<file path="src/rtl/mem_port_arbiter_pkg.sv">
// Shared constants for the RAM-port arbiter and the cache controllers:
// grant and burst-state encodings plus the cache-line length.
`define ARB_LINE_WORDS 4

package mem_port_arbiter_pkg;

    // Byte offset of a word inside the byte-addressed RAM space.
    localparam int unsigned ADDR_LSB = 2;

    typedef enum logic {
        IC = 1'b0,
        DC = 1'b1
    } arb_grant_t;

    typedef enum logic [1:0] {
        IDLE     = 2'd0,
        IC_BURST = 2'd1,
        DC_BURST = 2'd2,
        GAP      = 2'd3
    } arb_state_t;

endpackage

</file>
<file path="src/rtl/rr_arbiter2.sv">
// Two-way round-robin grant: on a tie the side that did not win last time
// is chosen; the history register only moves when the grant is taken.
module rr_arbiter2
    import mem_port_arbiter_pkg::*;
(
    input  logic       clk,
    input  logic       rst,
    input  logic       ic_req,
    input  logic       dc_req,
    input  logic       take,
    output logic       grant_valid,
    output arb_grant_t grant
);

    arb_grant_t last_grant_reg;

    // Reset to DC so that the icache wins the very first tie.
    always_ff @(posedge clk) begin
        if (rst) begin
            last_grant_reg <= DC;
        end else if (take && grant_valid) begin
            last_grant_reg <= grant;
        end
    end

    always_comb begin
        grant_valid = ic_req | dc_req;
        grant       = IC;
        if (ic_req && dc_req) begin
            grant = (last_grant_reg == IC) ? DC : IC;
        end else if (dc_req) begin
            grant = DC;
        end
    end

endmodule

</file>
<file path="src/rtl/mem_port_arbiter.sv">
// Shares one single-word RAM port between icache refills and dcache
// refill/writeback bursts, returning each beat to the granted side only.
module mem_port_arbiter
    import mem_port_arbiter_pkg::*;
#(
    parameter int ADDR_W     = 32,
    parameter int WORD_W     = 32,
    parameter int LINE_WORDS = `ARB_LINE_WORDS
) (
    input  logic                          clk,
    input  logic                          rst,
    input  logic                          ic_req,
    input  logic [ADDR_W-1:0]             ic_addr,
    output logic [WORD_W-1:0]             ic_word,
    output logic                          ic_word_ready,
    output logic                          ic_done,
    input  logic                          dc_req,
    input  logic                          dc_we,
    input  logic [ADDR_W-1:0]             dc_addr,
    input  logic [WORD_W-1:0]             dc_wdata,
    output logic [$clog2(LINE_WORDS)-1:0] dc_beat,
    output logic [WORD_W-1:0]             dc_word,
    output logic                          dc_word_ready,
    output logic                          dc_done,
    output logic                          ram_req,
    output logic                          ram_we,
    output logic [ADDR_W-1:0]             ram_addr,
    output logic [WORD_W-1:0]             ram_wdata,
    input  logic [WORD_W-1:0]             ram_rdata,
    input  logic                          ram_ack
);

    localparam int CNT_W = $clog2(LINE_WORDS);
    localparam logic [ADDR_W-1:0] LINE_MASK = ~ADDR_W'((LINE_WORDS << ADDR_LSB) - 1);
    localparam logic [CNT_W-1:0]  LAST_BEAT = CNT_W'(LINE_WORDS - 1);

    arb_state_t        state_reg, state_next;
    logic [ADDR_W-1:0] base_reg, base_next;
    logic              we_reg, we_next;
    logic [CNT_W-1:0]  cnt_reg, cnt_next;

    logic       take;
    logic       grant_valid;
    arb_grant_t grant;
    logic       in_burst;
    logic       last_beat;

    rr_arbiter2 u_rr (
        .clk         (clk),
        .rst         (rst),
        .ic_req      (ic_req),
        .dc_req      (dc_req),
        .take        (take),
        .grant_valid (grant_valid),
        .grant       (grant)
    );

    assign in_burst  = (state_reg == IC_BURST) || (state_reg == DC_BURST);
    assign last_beat = (cnt_reg == LAST_BEAT);

    always_ff @(posedge clk) begin
        if (rst) begin
            state_reg <= IDLE;
            base_reg  <= '0;
            we_reg    <= 1'b0;
            cnt_reg   <= '0;
        end else begin
            state_reg <= state_next;
            base_reg  <= base_next;
            we_reg    <= we_next;
            cnt_reg   <= cnt_next;
        end
    end

    // Base address and direction are captured once at grant, so requester
    // changes mid-burst have no effect.
    always_comb begin
        state_next = state_reg;
        base_next  = base_reg;
        we_next    = we_reg;
        cnt_next   = cnt_reg;
        take       = 1'b0;
        case (state_reg)
            IDLE: begin
                if (grant_valid) begin
                    take     = 1'b1;
                    cnt_next = '0;
                    if (grant == IC) begin
                        state_next = IC_BURST;
                        base_next  = ic_addr & LINE_MASK;
                        we_next    = 1'b0;
                    end else begin
                        state_next = DC_BURST;
                        base_next  = dc_addr & LINE_MASK;
                        we_next    = dc_we;
                    end
                end
            end
            IC_BURST, DC_BURST: begin
                if (ram_ack) begin
                    if (last_beat) begin
                        state_next = GAP;
                    end else begin
                        cnt_next = cnt_reg + 1'b1;
                    end
                end
            end
            GAP: begin
                state_next = IDLE;
                cnt_next   = '0;
            end
            default: begin
                state_next = IDLE;
            end
        endcase
    end

    always_comb begin
        ram_req       = in_burst;
        ram_we        = in_burst & we_reg;
        ram_addr      = '0;
        ram_wdata     = '0;
        dc_beat       = cnt_reg;
        ic_word       = '0;
        ic_word_ready = 1'b0;
        ic_done       = 1'b0;
        dc_word       = '0;
        dc_word_ready = 1'b0;
        dc_done       = 1'b0;
        if (in_burst) begin
            ram_addr = base_reg + (ADDR_W'(cnt_reg) << ADDR_LSB);
        end
        if (state_reg == IC_BURST) begin
            ic_word       = ram_rdata;
            ic_word_ready = ram_ack;
            ic_done       = ram_ack & last_beat;
        end
        if (state_reg == DC_BURST) begin
            ram_wdata     = we_reg ? dc_wdata : '0;
            dc_word       = ram_rdata;
            dc_word_ready = ram_ack;
            dc_done       = ram_ack & last_beat;
        end
    end

endmodule

</file>
<file path="config.mk">
export PLATFORM = sky130hd
export DESIGN_NAME = mem_port_arbiter
export DESIGN_NICKNAME = d
export VERILOG_FILES = /design/src/rtl/mem_port_arbiter_pkg.sv /design/src/rtl/rr_arbiter2.sv /design/src/rtl/mem_port_arbiter.sv
export SDC_FILE = /design/constraint.sdc
export NUM_CORES = 1
export LEC_CHECK = 0
export ABC_AREA = 0
export CAP_MARGIN = 25
export CORE_AREA = 2 2 103 105
export DETAILED_ROUTE_END_ITERATION = 16
export DIE_AREA = 0 0 105 107
export GPL_TIMING_DRIVEN = 0
export PLACE_DENSITY = 0.72
export RECOVER_POWER = 50
export SYNTH_ARGS = -nofsm -noshare
export SYNTH_HDL_FRONTEND = slang
export SYNTH_SLANG_ARGS = --single-unit
</file>
<file path="constraint.sdc">
create_clock -name clk -period 2.9 [get_ports clk]
set_input_delay 0.58 -clock clk [delete_from_list [all_inputs] [get_ports clk]]
set_output_delay 0.58 -clock clk [all_outputs]
set_load 0.03 [all_outputs]
</file>
; After elaboration in Yosys (flattened, before gate mapping)
; Cells that the tools add are included.
[word_totals]
regBits = 38
input_bits = 134
out_inout_bits = 136
elab_cells = 51
[classes]
add_sub_neg = 2
n_eq_ne = 8
muxes = 25
bitwise = 3
n_reduce_logical = 8
[ops]
columns = op, count
row1 = 2-to-1 mux 32 bit, 6
row2 = adder 32 x 4 -> 32 bit, 1
row3 = 2-to-1 mux 2 bit, 7
row4 = one-hot mux 2 bit (3 select lines), 2
row5 = 2-to-1 mux 1 bit, 10
row6 = equality test 2 bit (second input constant), 3
row7 = != test 2 bit (second input constant), 3
row8 = AND reduction 3 bit, 2
row9 = adder 2 x 1 -> 2 bit (second input constant), 1
row10 = bitwise AND 1 bit, 2
row11 = equality test 2 x 1 -> 1 bit (second input constant), 1
row12 = logical AND 1 bit, 2
row13 = logical NOT 2 bit, 1
row14 = != test 2 x 1 -> 1 bit (second input constant), 1
row15 = AND reduction 2 bit, 1
row16 = OR reduction 2 bit, 1
row17 = logical OR 1 bit, 1
row18 = OR 1 bit, 1

; Logic depth before layout (Yosys ltp)
; Gate-level depths: netlist of the first run.
[depth]
word_depth = 5
mapped_depth = 7
ltp_nobuf = 5

; By module
; A second synthesis of the first run with hierarchy kept.
[unflattened]
hier_cells = 319
area_unflattened_um2 = 2595.0
[by_module_without_submodules]
columns = module, n_inst, cells_each, area_each_um2, seq_area_each_um2
row1 = mem_port_arbiter, 1, 313, 2538.7, 660.6
row2 = rr_arbiter2, 1, 6, 56.3, 20.0

; Worst setup path after synthesis of the first run
; Ideal clock, no wire load.
[synth_path]
path_type = reg-to-output
from = register state_reg[0]
to = output ram_addr[10]
arrival_ps = 1492
t_required_ps = 2320
slack_ps = 828
stages_incl_launch_ff = 5
n_path_buf = 1
cell_sequence = dfxtp_1 -> inv_1 -> ha_1 -> clkbuf_1 -> and2_1
[synth_between]
elab_chain_len = 3
word_cells_on_any_way = 4
cone_classes = 2 x eq/ne / 1 x mux / 1 x reduce/logical
[synth_rtl]
columns = item, line
row1 = "start, declared", mem_port_arbiter.sv:37  ; arb_state_t state_reg, state_next;
row2 = "start signal, assigned", mem_port_arbiter.sv:68  ; state_reg <= state_next;
row3 = equality test 2 x 1 -> 1 bit / equality test 2 bit (equally long branches), mem_port_arbiter.sv:58  ; assign in_burst = (state_reg == IC_BURST) || (state_reg == DC_BURST);
row4 = logical OR 1 bit (*), mem_port_arbiter.sv:58
row5 = net ram_req, mem_port_arbiter.sv:25  ; output logic ram_req,
row6 = 2-to-1 mux 32 bit (*), mem_port_arbiter.sv:130  ; if (in_burst) begin
row7 = "end, declared", mem_port_arbiter.sv:27  ; output logic [ADDR_W-1:0] ram_addr,
; Mark *: on every way through the listed nets, which the timed path passes. The rest lies on a longest branch.

; Worst setup path after layout of the first run
[layout_path]
from = register state_reg[0]
to = output dc_word[8]
[layout_between]
elab_chain_len = 2
[layout_rtl]
columns = item, line
row1 = equality test 2 bit, mem_port_arbiter.sv:138  ; if (state_reg == DC_BURST) begin
row2 = 2-to-1 mux 32 bit, mem_port_arbiter.sv:138
row3 = "end, declared", mem_port_arbiter.sv:22  ; output logic [WORD_W-1:0] dc_word,
; No other way between the ends.

==> reports/qor.txt, run 1 <==
Final #Nets: 752
Clock-pin slew on the worst setup and hold paths: 0.07 ns
Ports: 270
CTS tree: done
Worst-Skew Late Latency: 0.29 ns
Wire length per cell: 15.9 um
Initial Utilization: 24.2%
Vias: 3468
CP Max Fanout: 10
Core outline area: 0.0101 sq mm
Worst Path Required: 2.32 ns
Max frequency: 359 MHz
Ys flop type: dfxtp_1
Area Overhead vs Synth: 108%
Most common cell in the netlist: and2_1
Die H: 107 um
Postcts setup bufs: 0
Setup Viol. Count Final: 0
Flop and latch count out of synthesis: 34
Grt total ovfl: 0
Fin. max-slew vios: 0
Hold Path Class: reg -> reg
Setup_tns: 0 ns
CTS Buf Count: 5
Post-synth top cells: 97 x and2_1, 59 x a21oi_1, 35 x and3_1
Yosys warning count: 0
Min cycle time layout: 2.78 ns
Synthesized cell area: 0.00244 sq mm
Synth top area share: 27.8%
Met3 Wirelength: 875 um
Reg area: 681 sq um
Worst vdd ir: 328 uV
Cells after DPL: 742
R2r endpoint: base_reg[12]
Mapped Cells: 346
Initial drt markers: 101
Die area: 0.0112 sq mm
Synth top area cells: dfxtp_1 28%, and2_1 25%, a21oi_1 12%
Outcome: finished clean
# rows: 37
Final ANT Viol Nets: 0
Filler Cells Inserted: 1079
Post-synth EDFFs: 0
Multi-input logic area: 0.00160 sq mm
MaxCap Viol Count: 0
Router iterations before antenna repair: 4
FFs w/ async S/R, synth: 0%
Hold depth: 2
Antenna violations before repair: 1
Finished Layout Cells: 751
Relative slew slack: 63.7%
Seq/Total Area, Yosys: 27.8%
CTS root buffer: clkbuf_8
Routed vias/inst: 4.62
Synth cell types: 31
Met1 WL: 4.89 mm
Gr usage total: 19.5%
Max FFs per register: 28
DRC errors left: 0
R2R Setup Slk: 0.86 ns
Worst hold path startpoint: state_reg[0]
RSZ-0062 raised after global routing: false
Clk buf depth: 2
Share of cells above drive strength 1: 4.23%
Pin count of the biggest net entering global routing: 11
Placer Congestion: 0.887
Clock skew after layout: 0.00918 ns
Fin crit share: 96.0%
Leak: 2.29 nW
CTS sink cnt: 34
Die Width: 105 um
Cell area power density: 782 mW/mm^2
Synth Area per Inst: 7.07 sq um
Kind of critical path: reg -> out
# port buffers: 259
Synth area leader: dfxtp_1
Reg-to-reg startpoint: state_reg[0]
Vias in the first global route: 3271
Top Metal Used: met4
Global-route wire length before repair: 17.3 mm
Worst EP arrival: 2.20 ns
DPL Wire Length: 9.70 mm
Worst Hold End: state_reg[0]
Worst R2R Path Depth: 7
Startpoint types: register
Endpoints failing hold: 0
Met2 WL: 5.95 mm
Routed WL: 11.9 mm
Slew @ Worst Pin: 0.545 ns
Htree depth: 2
Endpoint class of the critical path: output port
## metal layers
| metal | vias to the layer above | GRT usage (%) |
|---|---|---|
| met3 | 16 | 4.92 |
| li1 | 1696 | - |
| met2 | 167 | 35.4 |
| met4 | 0 | 5.43 |
| met1 | 1589 | 22.7 |
| met5 | - | 0 |
## layout by cell type, fill, tap and decap left out, types with 2 or more instances in the layout
cell type        netlist  routed
o21ai_0               31      32
conb_1                 1       2
dlymetal6s2s_1         0       9
and2_1                97      97
clkbuf_2               0       8
dlygate4sd2_1          0       5
dfxtp_1               34      34
and3_1                35      35
clkdlybuf4s50_1        0     199
nand2_1               30      30
buf_2                  6       2
buf_4                  5       5
clkbuf_8               0       5
a21oi_1               59      59
inv_1                  4       4
nor2_1                 2       2
dlygate4sd3_1          0       7
ha_1                   5       5
clkbuf_1              19      57
## how the worst max path moves through the flow
stage                             from           end  slack, ns  depth (start not counted)
after floorplan           state_reg[0]  ram_addr[10]       0.83                          4
after global placement    state_reg[0]   ram_addr[8]       0.13                          5
after detailed placement  state_reg[0]   ram_addr[2]       0.12                          5
after CTS                 state_reg[0]   ram_addr[2]       0.03                          5
after global routing      state_reg[1]   ic_word[12]      0.003                          5
final                     state_reg[0]    dc_word[8]       0.12                          6
## power by group
| part | switching, mW | internal (mW) |
|---|---|---|
| Sequential | 0.0661 | 0.618 |
| Combinational | 1.80 | 1.07 |
| Clock | 0.183 | 0.257 |
| Total | 2.05 | 1.94 |
## area by class of cell
class	count	share of cell area [%]
repair buffers	259	46.4
multi-input cells	277	31.4
flip-flops and latches	34	13.4
well taps	136	3.34
plain buffers	32	3.12
clock buffers	7	1.50
clock inverters	1	0.589
inverters	4	0.295
diodes	1	0.0491
## cell families after synthesis
logic type | share of synthesized area, %
other | 0.153
AND/OR/NAND/NOR | 40.6
flip-flops | 27.8
AO/OA/AOI/OAI | 21.9
adder cells (fa/ha/maj) | 2.56
buffers and inverters | 6.91
## what timing repair did
action	in CTS	in global routing
gates resized for setup	14	50
hold buffers	0	0
setup endpoints to repair	70	56
## worst max-delay path, stage by stage, from the launching register on
cell	delay [ns]
dfxtp_1	0.32
inv_1	0.11
ha_1	0.21
clkbuf_2	0.23
clkbuf_2	0.23
and2_1	0.15
clkdlybuf4s50_1	0.66
## metrics by stage
step / power, mW / setup slack [ns] / utilization, % / hold WS [ns] / area, sq um
2_1_floorplan: 2.46 / 0.828 / - / 0.461 / 2450
3_3_place_gp: 3.69 / 0.133 / 51.6 / 0.484 / 5210
3_5_place_dp: 3.74 / 0.121 / 51.6 / 0.516 / 5210
4_1_cts: 4.21 / 0.0274 / 52.8 / 0.526 / 5320
5_1_grt: 4.24 / 0.00331 / 50.5 / 0.558 / 5090
6_report: 3.99 / 0.117 / 50.5 / 0.525 / 5100
Note: power is estimated with default switching activity, not from simulation.
==> run 2: changes to the inputs <==
--- a/config.mk
+++ b/config.mk
@@ -13,6 +13,7 @@
 export GPL_TIMING_DRIVEN = 0
 export PLACE_DENSITY = 0.72
 export RECOVER_POWER = 50
+export SKIP_LAST_GASP = 1
 export SYNTH_ARGS = -nofsm -noshare
 export SYNTH_HDL_FRONTEND = slang
 export SYNTH_SLANG_ARGS = --single-unit
==> results of run 2 <==
No change in the layout: final DEF, timing and power equal those of run 1.
==> run 3: changes to the inputs <==
--- a/config.mk
+++ b/config.mk
@@ -14,6 +14,7 @@
 export PLACE_DENSITY = 0.72
 export RECOVER_POWER = 50
 export SKIP_LAST_GASP = 1
+export SLEW_MARGIN = 10
 export SYNTH_ARGS = -nofsm -noshare
 export SYNTH_HDL_FRONTEND = slang
 export SYNTH_SLANG_ARGS = --single-unit
==> results of run 3 <==
No change in the layout: final DEF, timing and power equal those of run 1.
